`src/rtl/rfile_pkg.sv`:
```
// rtl/rfile_pkg.sv - shared register-file constants and requester encoding
// Purpose: widths and the write-back requester enum, shared by rfile,
//          the issue stage and the write-back controller.
// Ports:   none (package)
// Config:  none here; RFILE_WB_RR_EN is consumed by rfile_wb_ctrl
package rfile_pkg;
  localparam int XLEN      = 32;
  localparam int NREG      = 32;
  localparam int REG_IDX_W = 5;

  typedef enum logic {
    REQ_ALU = 1'b0,
    REQ_LSU = 1'b1
  } req_e;
endpackage

```
`src/rtl/rfile_scoreboard.sv`:
```
// rtl/rfile_scoreboard.sv - per-register pending bits, hazard stall, write-back error
// Purpose: tracks which architectural registers have a write in flight and
//          stalls issue on RAW/WAW hazards against them.
// Ports:   clk, reset            clock, synchronous active-high reset
//          iss_*                 issue-stage operand/destination description
//          iss_stall             combinational hazard stall
//          gnt_valid, gnt_rd     write-back granted this cycle and its rd
//          clr_valid, clr_rd     rfile write this cycle (clears pending)
//          wb_err                sticky: granted write to a non-pending register
module rfile_scoreboard
  import rfile_pkg::*;
#(
  parameter int NREG_P = NREG
) (
  input  logic                 clk,
  input  logic                 reset,
  input  logic                 iss_valid,
  input  logic [REG_IDX_W-1:0] iss_rs1,
  input  logic [REG_IDX_W-1:0] iss_rs2,
  input  logic [REG_IDX_W-1:0] iss_rd,
  input  logic                 iss_rs1_used,
  input  logic                 iss_rs2_used,
  input  logic                 iss_writes,
  output logic                 iss_stall,
  input  logic                 gnt_valid,
  input  logic [REG_IDX_W-1:0] gnt_rd,
  input  logic                 clr_valid,
  input  logic [REG_IDX_W-1:0] clr_rd,
  output logic                 wb_err
);
  logic [NREG_P-1:0] r_pend;
  logic              r_err;
  logic              w_fire;

  assign iss_stall = iss_valid & ((iss_rs1_used & r_pend[iss_rs1]) |
                                  (iss_rs2_used & r_pend[iss_rs2]) |
                                  (iss_writes   & r_pend[iss_rd]));
  assign w_fire = iss_valid & ~iss_stall & iss_writes & (iss_rd != '0);
  assign wb_err = r_err;

  always_ff @(posedge clk) begin
    if (reset) begin
      r_pend <= '0;
      r_err  <= 1'b0;
    end else begin
      // Clear first so a same-edge set of the same bit wins.
      if (clr_valid) r_pend[clr_rd] <= 1'b0;
      if (w_fire)    r_pend[iss_rd] <= 1'b1;
      r_pend[0] <= 1'b0;
      // Checked at grant time, while the bit of a legal write is still set.
      if (gnt_valid && (gnt_rd != '0) && !r_pend[gnt_rd]) r_err <= 1'b1;
    end
  end
endmodule

```
`src/rtl/rfile_wb_ctrl.sv`:
```
// rtl/rfile_wb_ctrl.sv - write-back arbiter and hazard scoreboard for rfile
// Purpose: shares the rfile write port between ALU and LSU, registers the
//          granted write, and stalls issue on pending-register hazards.
// Ports:   clk, reset                         clock, synchronous active-high reset
//          alu_wb_* / lsu_wb_*                valid/rd/data in, ready out
//          iss_*                              issue description in, iss_stall out
//          src_rs1/2, rs1_valid/rs2_valid     rfile read selects and enables
//          rd, rd_data, rd_valid              registered rfile write port
//          wb_err                             sticky write-back error
// Config:  RFILE_WB_RR_EN defined -> round-robin; undefined -> LSU fixed priority
module rfile_wb_ctrl
  import rfile_pkg::*;
#(
  parameter int XLEN = rfile_pkg::XLEN,
  parameter int NREG = rfile_pkg::NREG
) (
  input  logic                 clk,
  input  logic                 reset,
  input  logic                 alu_wb_valid,
  input  logic [REG_IDX_W-1:0] alu_wb_rd,
  input  logic [XLEN-1:0]      alu_wb_data,
  output logic                 alu_wb_ready,
  input  logic                 lsu_wb_valid,
  input  logic [REG_IDX_W-1:0] lsu_wb_rd,
  input  logic [XLEN-1:0]      lsu_wb_data,
  output logic                 lsu_wb_ready,
  input  logic                 iss_valid,
  input  logic [REG_IDX_W-1:0] iss_rs1,
  input  logic [REG_IDX_W-1:0] iss_rs2,
  input  logic [REG_IDX_W-1:0] iss_rd,
  input  logic                 iss_rs1_used,
  input  logic                 iss_rs2_used,
  input  logic                 iss_writes,
  output logic                 iss_stall,
  output logic [REG_IDX_W-1:0] src_rs1,
  output logic [REG_IDX_W-1:0] src_rs2,
  output logic                 rs1_valid,
  output logic                 rs2_valid,
  output logic [REG_IDX_W-1:0] rd,
  output logic [XLEN-1:0]      rd_data,
  output logic                 rd_valid,
  output logic                 wb_err
);
  logic                 w_alu_gnt;
  logic                 w_lsu_gnt;
  logic                 w_gnt;
  logic [REG_IDX_W-1:0] w_gnt_rd;
  logic [XLEN-1:0]      w_gnt_data;
  logic [REG_IDX_W-1:0] r_rd;
  logic [XLEN-1:0]      r_rd_data;
  logic                 r_rd_valid;

`ifdef RFILE_WB_RR_EN
  // Last-granted requester; reset to LSU so the first conflict goes to ALU.
  req_e r_last;

  always_comb begin
    w_alu_gnt = 1'b0;
    w_lsu_gnt = 1'b0;
    if (!reset) begin
      if (alu_wb_valid && lsu_wb_valid) begin
        if (r_last == REQ_ALU) w_lsu_gnt = 1'b1;
        else                   w_alu_gnt = 1'b1;
      end else begin
        w_alu_gnt = alu_wb_valid;
        w_lsu_gnt = lsu_wb_valid;
      end
    end
  end

  always_ff @(posedge clk) begin
    if (reset)          r_last <= REQ_LSU;
    else if (w_alu_gnt) r_last <= REQ_ALU;
    else if (w_lsu_gnt) r_last <= REQ_LSU;
  end
`else
  always_comb begin
    w_lsu_gnt = ~reset & lsu_wb_valid;
    w_alu_gnt = ~reset & alu_wb_valid & ~lsu_wb_valid;
  end
`endif

  assign alu_wb_ready = w_alu_gnt;
  assign lsu_wb_ready = w_lsu_gnt;
  assign w_gnt        = w_alu_gnt | w_lsu_gnt;
  assign w_gnt_rd     = w_lsu_gnt ? lsu_wb_rd   : alu_wb_rd;
  assign w_gnt_data   = w_lsu_gnt ? lsu_wb_data : alu_wb_data;

  always_ff @(posedge clk) begin
    if (reset) begin
      r_rd       <= '0;
      r_rd_data  <= '0;
      r_rd_valid <= 1'b0;
    end else begin
      // A grant to x0 is consumed without raising the rfile write enable.
      r_rd_valid <= w_gnt & (w_gnt_rd != '0);
      if (w_gnt) begin
        r_rd      <= w_gnt_rd;
        r_rd_data <= w_gnt_data;
      end
    end
  end

  assign rd       = r_rd;
  assign rd_data  = r_rd_data;
  assign rd_valid = r_rd_valid;
  assign src_rs1  = iss_rs1;
  assign src_rs2  = iss_rs2;
  assign rs1_valid = iss_valid & iss_rs1_used & ~iss_stall;
  assign rs2_valid = iss_valid & iss_rs2_used & ~iss_stall;

  rfile_scoreboard #(.NREG_P(NREG)) u_sb (
    .clk          (clk),
    .reset        (reset),
    .iss_valid    (iss_valid),
    .iss_rs1      (iss_rs1),
    .iss_rs2      (iss_rs2),
    .iss_rd       (iss_rd),
    .iss_rs1_used (iss_rs1_used),
    .iss_rs2_used (iss_rs2_used),
    .iss_writes   (iss_writes),
    .iss_stall    (iss_stall),
    .gnt_valid    (w_gnt),
    .gnt_rd       (w_gnt_rd),
    .clr_valid    (r_rd_valid),
    .clr_rd       (r_rd),
    .wb_err       (wb_err)
  );
endmodule

```
`config.mk`:
```
export PLATFORM = sky130hd
export DESIGN_NAME = rfile_wb_ctrl
export DESIGN_NICKNAME = d
export VERILOG_FILES = /design/src/rtl/rfile_pkg.sv /design/src/rtl/rfile_scoreboard.sv /design/src/rtl/rfile_wb_ctrl.sv
export SDC_FILE = /design/constraint.sdc
export NUM_CORES = 1
export LEC_CHECK = 0
export ABC_AREA = 1
export CAP_MARGIN = 20
export CORE_ASPECT_RATIO = 0.8
export CORE_UTILIZATION = 48
export CTS_BUF_LIST = sky130_fd_sc_hd__clkbuf_4 sky130_fd_sc_hd__clkbuf_8
export DETAILED_ROUTE_END_ITERATION = 10
export GPL_ROUTABILITY_DRIVEN = 0
export PLACE_DENSITY = 0.83
export REMOVE_ABC_BUFFERS = 1
export SKIP_LAST_GASP = 1
export SLEW_MARGIN = 25
export SYNTH_ARGS = -nofsm -noshare
export SYNTH_HDL_FRONTEND = slang
export SYNTH_SLANG_ARGS = --single-unit
```
`constraint.sdc`:
```
create_clock -name clk -period 1.75 [get_ports clk]
set_input_delay 0.175 -clock clk [delete_from_list [all_inputs] [get_ports clk]]
set_output_delay 0.175 -clock clk [all_outputs]
set_load 0.1 [all_outputs]
```
==> results_dict.tcl <==
set metrics [dict create \
    status "complete, but fails checks" \
    violations "negative setup slack" \
    intPower_uw 3080 \
    min_path_type "in2reg" \
    max_slew_margin_pct 71.0 \
    cp_top_family "simple AND/OR/NAND/NOR gates" \
    crit_slowest_cell "dfxtp_4" \
    wl_um 20400 \
    p_leak_uw 0.00325 \
    crit_path_max_incr_delay_ns 0.39 \
    finalMaxSlewViolations 0 \
    p_switching_uw 2090 \
    grt_max_degree 42 \
    grt_pass1_vias 6342 \
    fp.dieH_um 90.3 \
    period_share_pct 127 \
    route.met3.wl_um 2670 \
    worst_slack_ns -0.474 \
    drt_iter0_markers 1158 \
    path_cells "nand2_1 -> o21ai_1 -> nand2_1 -> nand2_1 -> nand2_1 -> nand2_1 -> nor2_1 -> nand2_1 -> nand2_2 -> nand2_2 -> nor2_4 -> nand2_4 -> nor2_4 -> buf_12" \
    cts.clk_slew.worst_paths_ns 0.08 \
    stdcell_count 1091 \
    tritoncts "done" \
    hold_viol 0 \
    critical_path_buf_inv_count 1 \
    cts_buffers 9 \
    area_growth_pct 59.9 \
    clkPwrFrac_pct 27.0 \
    total_power_uw 5170 \
    rows 31 \
    utilization_pct 80.7 \
    p_sw_share_pct 40.5 \
    setup_violations 34 \
    synth-seq-cells 70 \
    insertion_delay_ns 0.36 \
    port_buffers 150 \
    rrSetupSlack_ns -0.30 \
    cts_hold_buf 0 \
    whs_ns 0.384 \
    postRouteAntennaNets 0 \
    grt_pass1_wl_um 31600 \
    synth_cells 756 \
    dp.cells 1065 \
    layout-drive-gt1-share_pct 27.4 \
    final_common_cell "nand2_1" \
    cp_max_fo 5 \
    die_x_um 112 \
    critPathMostFrequentCell "nand2_1" \
    clockBufferDepth 2 \
    clkSinkCount 70 \
    syn-cell-area_um2 4680 \
    dieArea_um2 10100 \
    grt_overflow 0 \
    yosysSeqAreaShare_pct 30.0 \
    detail_route.first_pass.iterations 7 \
    start_util_pct 50.5 \
    ys_types 29 \
    post-dp-hpwl_um 13900 \
    mostFrequentLayoutCells "nand2_1 (202), buf_4 (125), clkdlybuf4s50_1 (85), o21ai_0 (75), nand3_1 (63)" \
    cap_violations 0 \
    powerDensity_nw_per_um2 692 \
    core_um2 9270 \
    diodes 0 \
    end_kind "primary output" \
    grt_usage_pct 39.4 \
    power_frac_seq_pct 33.5 \
    antenna_found_initial 0 \
    cts_root_buffer "clkbuf_8" \
    ios 151 \
    drc_errors 0 \
    rsz0062_at_grt "true" \
    vias_per_cell 6.14 \
    avgSynthCellArea_um2 6.19 \
    drt-met1-wl_um 7300 \
    irDropWorstVdd_uv 644 \
    startpoint_type "register" \
    fmax_ghz 0.450 \
    htreeDepth 3 \
    clock_skew_ns 0.00961 \
    crit_required_ns 1.57 \
    tightest_slew_ns 0.433 \
    finalNetCount 1068 \
    yosysWarnings 0 \
    worstSetupPathType "reg2out" \
    wl_met2_um 9090 \
    arrival_ns 2.05 \
    combPwrFrac_pct 39.5 \
    timing.final.crit_period_ns 2.22 \
    num_vias 6697 \
    routedWlPerCell_um 18.7 \
    top_layer_used "met4" \
]
==> state kept, by name, summed over array words and instances, names as in the netlist <==
signal,cells
rd_data,32
rd_valid,1
u_sb.wb_err,1
u_sb.r_pend,31
rd,5
==> through the flow <==
stage / setup slack, ns / TNS, ns / cell area [µm²]
after floorplan: -1.26 / -49.72 / 4320
after global placement: -0.556 / -23.79 / 6930
after detailed placement: -0.621 / -31.43 / 6930
after CTS: -0.361 / -4.55 / 7330
after global routing: -0.602 / -13.51 / 7480
final: -0.474 / -8.52 / 7480
==> logic make-up (layout without fill, tap and decap cells) <==
| family | Yosys count | after routing | synth area share (%) |
|---|---|---|---|
| DFF | 70 | 70 | 30.0 |
| AOI/OAI and AO/OA | 189 | 189 | 22.5 |
| and+or+nand+nor | 370 | 370 | 34.1 |
| buffers and inverters | 127 | 347 | 13.4 |
==> cell type report <==
cell class | instances | area (µm²)
Tap cell | 115 | 144
Clock buffer | 10 | 138
Clock inverter | 6 | 70.1
Multi-Input combinational cell | 559 | 2780
Fill cell | 571 | 1790
Inverter | 72 | 274
Timing Repair Buffer | 259 | 2620
Sequential cell | 70 | 1450
==> per-layer routing <==
| layer | GRT usage [%] | up-vias |
|---|---|---|
| met5 | 0 | - |
| met4 | 23.1 | 0 |
| met3 | 10.2 | 168 |
| met2 | 62.7 | 557 |
| met1 | 48.1 | 3015 |
| li1 | - | 2957 |
==> power groups by stage <==
| stage | combinational (µW) | clock [µW] | sequential, µW |
|---|---|---|---|
| after global routing | 2130 | 1450 | 1740 |
| after global placement | 1880 | 0 | 1770 |
| final | 2040 | 1400 | 1730 |
| after detailed placement | 1910 | 0 | 1770 |
| after floorplan | 458 | 0 | 2300 |
| after CTS | 1980 | 1370 | 1740 |
==> final timing paths <==
check,from,endpoint,cells past startpoint
max reg2reg,u_sb.r_pend[9]$_SDFF_PP0_,u_sb.r_pend[4]$_SDFF_PP0_,15
min reg2reg,u_sb.wb_err$_SDFFE_PP0P_,u_sb.wb_err$_SDFFE_PP0P_,2
min,lsu_wb_data[18],rd_data[18]$_SDFFE_PP0P_,3
max,u_sb.r_pend[9]$_SDFF_PP0_,rs2_valid,14
==> what timing repair did <==
item,CTS,global route
setup endpoints to repair,48,73
gates resized for setup,58,62
pin swaps,11,18
setup buffers,3,5
gates cloned,3,0
endpoints found under the hold margin,0,0
==> Yosys cell counts <==
| library cell | number | area share (%) |
|---|---|---|
| nand2_1 | 207 | 17 |
| a21oi_1 | 44 | 4.7 |
| nand4_1 | 31 | 4.1 |
| nand3_1 | 66 | 7.1 |
| nor2_4 | 2 | 0.48 |
| nand2_4 | 1 | 0.24 |
| o21ai_4 | 2 | 0.70 |
| o211ai_1 | 11 | 1.8 |
| a211oi_1 | 1 | 0.16 |
| clkbuf_2 | 1 | 0.11 |
| o21ai_2 | 2 | 0.37 |
| buf_2 | 10 | 1.1 |
| a31oi_1 | 32 | 4.3 |
| a21oi_2 | 1 | 0.19 |
| buf_4 | 16 | 2.6 |
| o21ai_1 | 7 | 0.75 |
| inv_1 | 64 | 5.1 |
| clkinv_2 | 1 | 0.11 |
| o21ai_0 | 88 | 9.4 |
| nor2_1 | 49 | 3.9 |
| buf_6 | 10 | 2.4 |
| nor3_1 | 9 | 0.96 |
| nor2_2 | 2 | 0.27 |
| nand2_2 | 2 | 0.27 |
| dfxtp_1 | 70 | 30 |
| or2_2 | 1 | 0.13 |
| clkbuf_1 | 18 | 1.4 |
| a41oi_1 | 1 | 0.19 |
| inv_2 | 7 | 0.56 |
==> worst reg2reg max path, stage by stage (launching register included) <==
cell and delay, ns:
dfxtp_4 0.39, nand2_1 0.08, o21ai_1 0.11, nand2_1 0.14, nand2_1 0.06, nand2_1 0.06, nand2_1 0.05, nor2_1 0.08
nand2_1 0.08, nand2_2 0.09, nand2_2 0.08, nor2_4 0.11, buf_4 0.18, buf_12 0.16, nand4_1 0.14, a21oi_1 0.17
No activity file was read; power rests on OpenSTA's default activity.
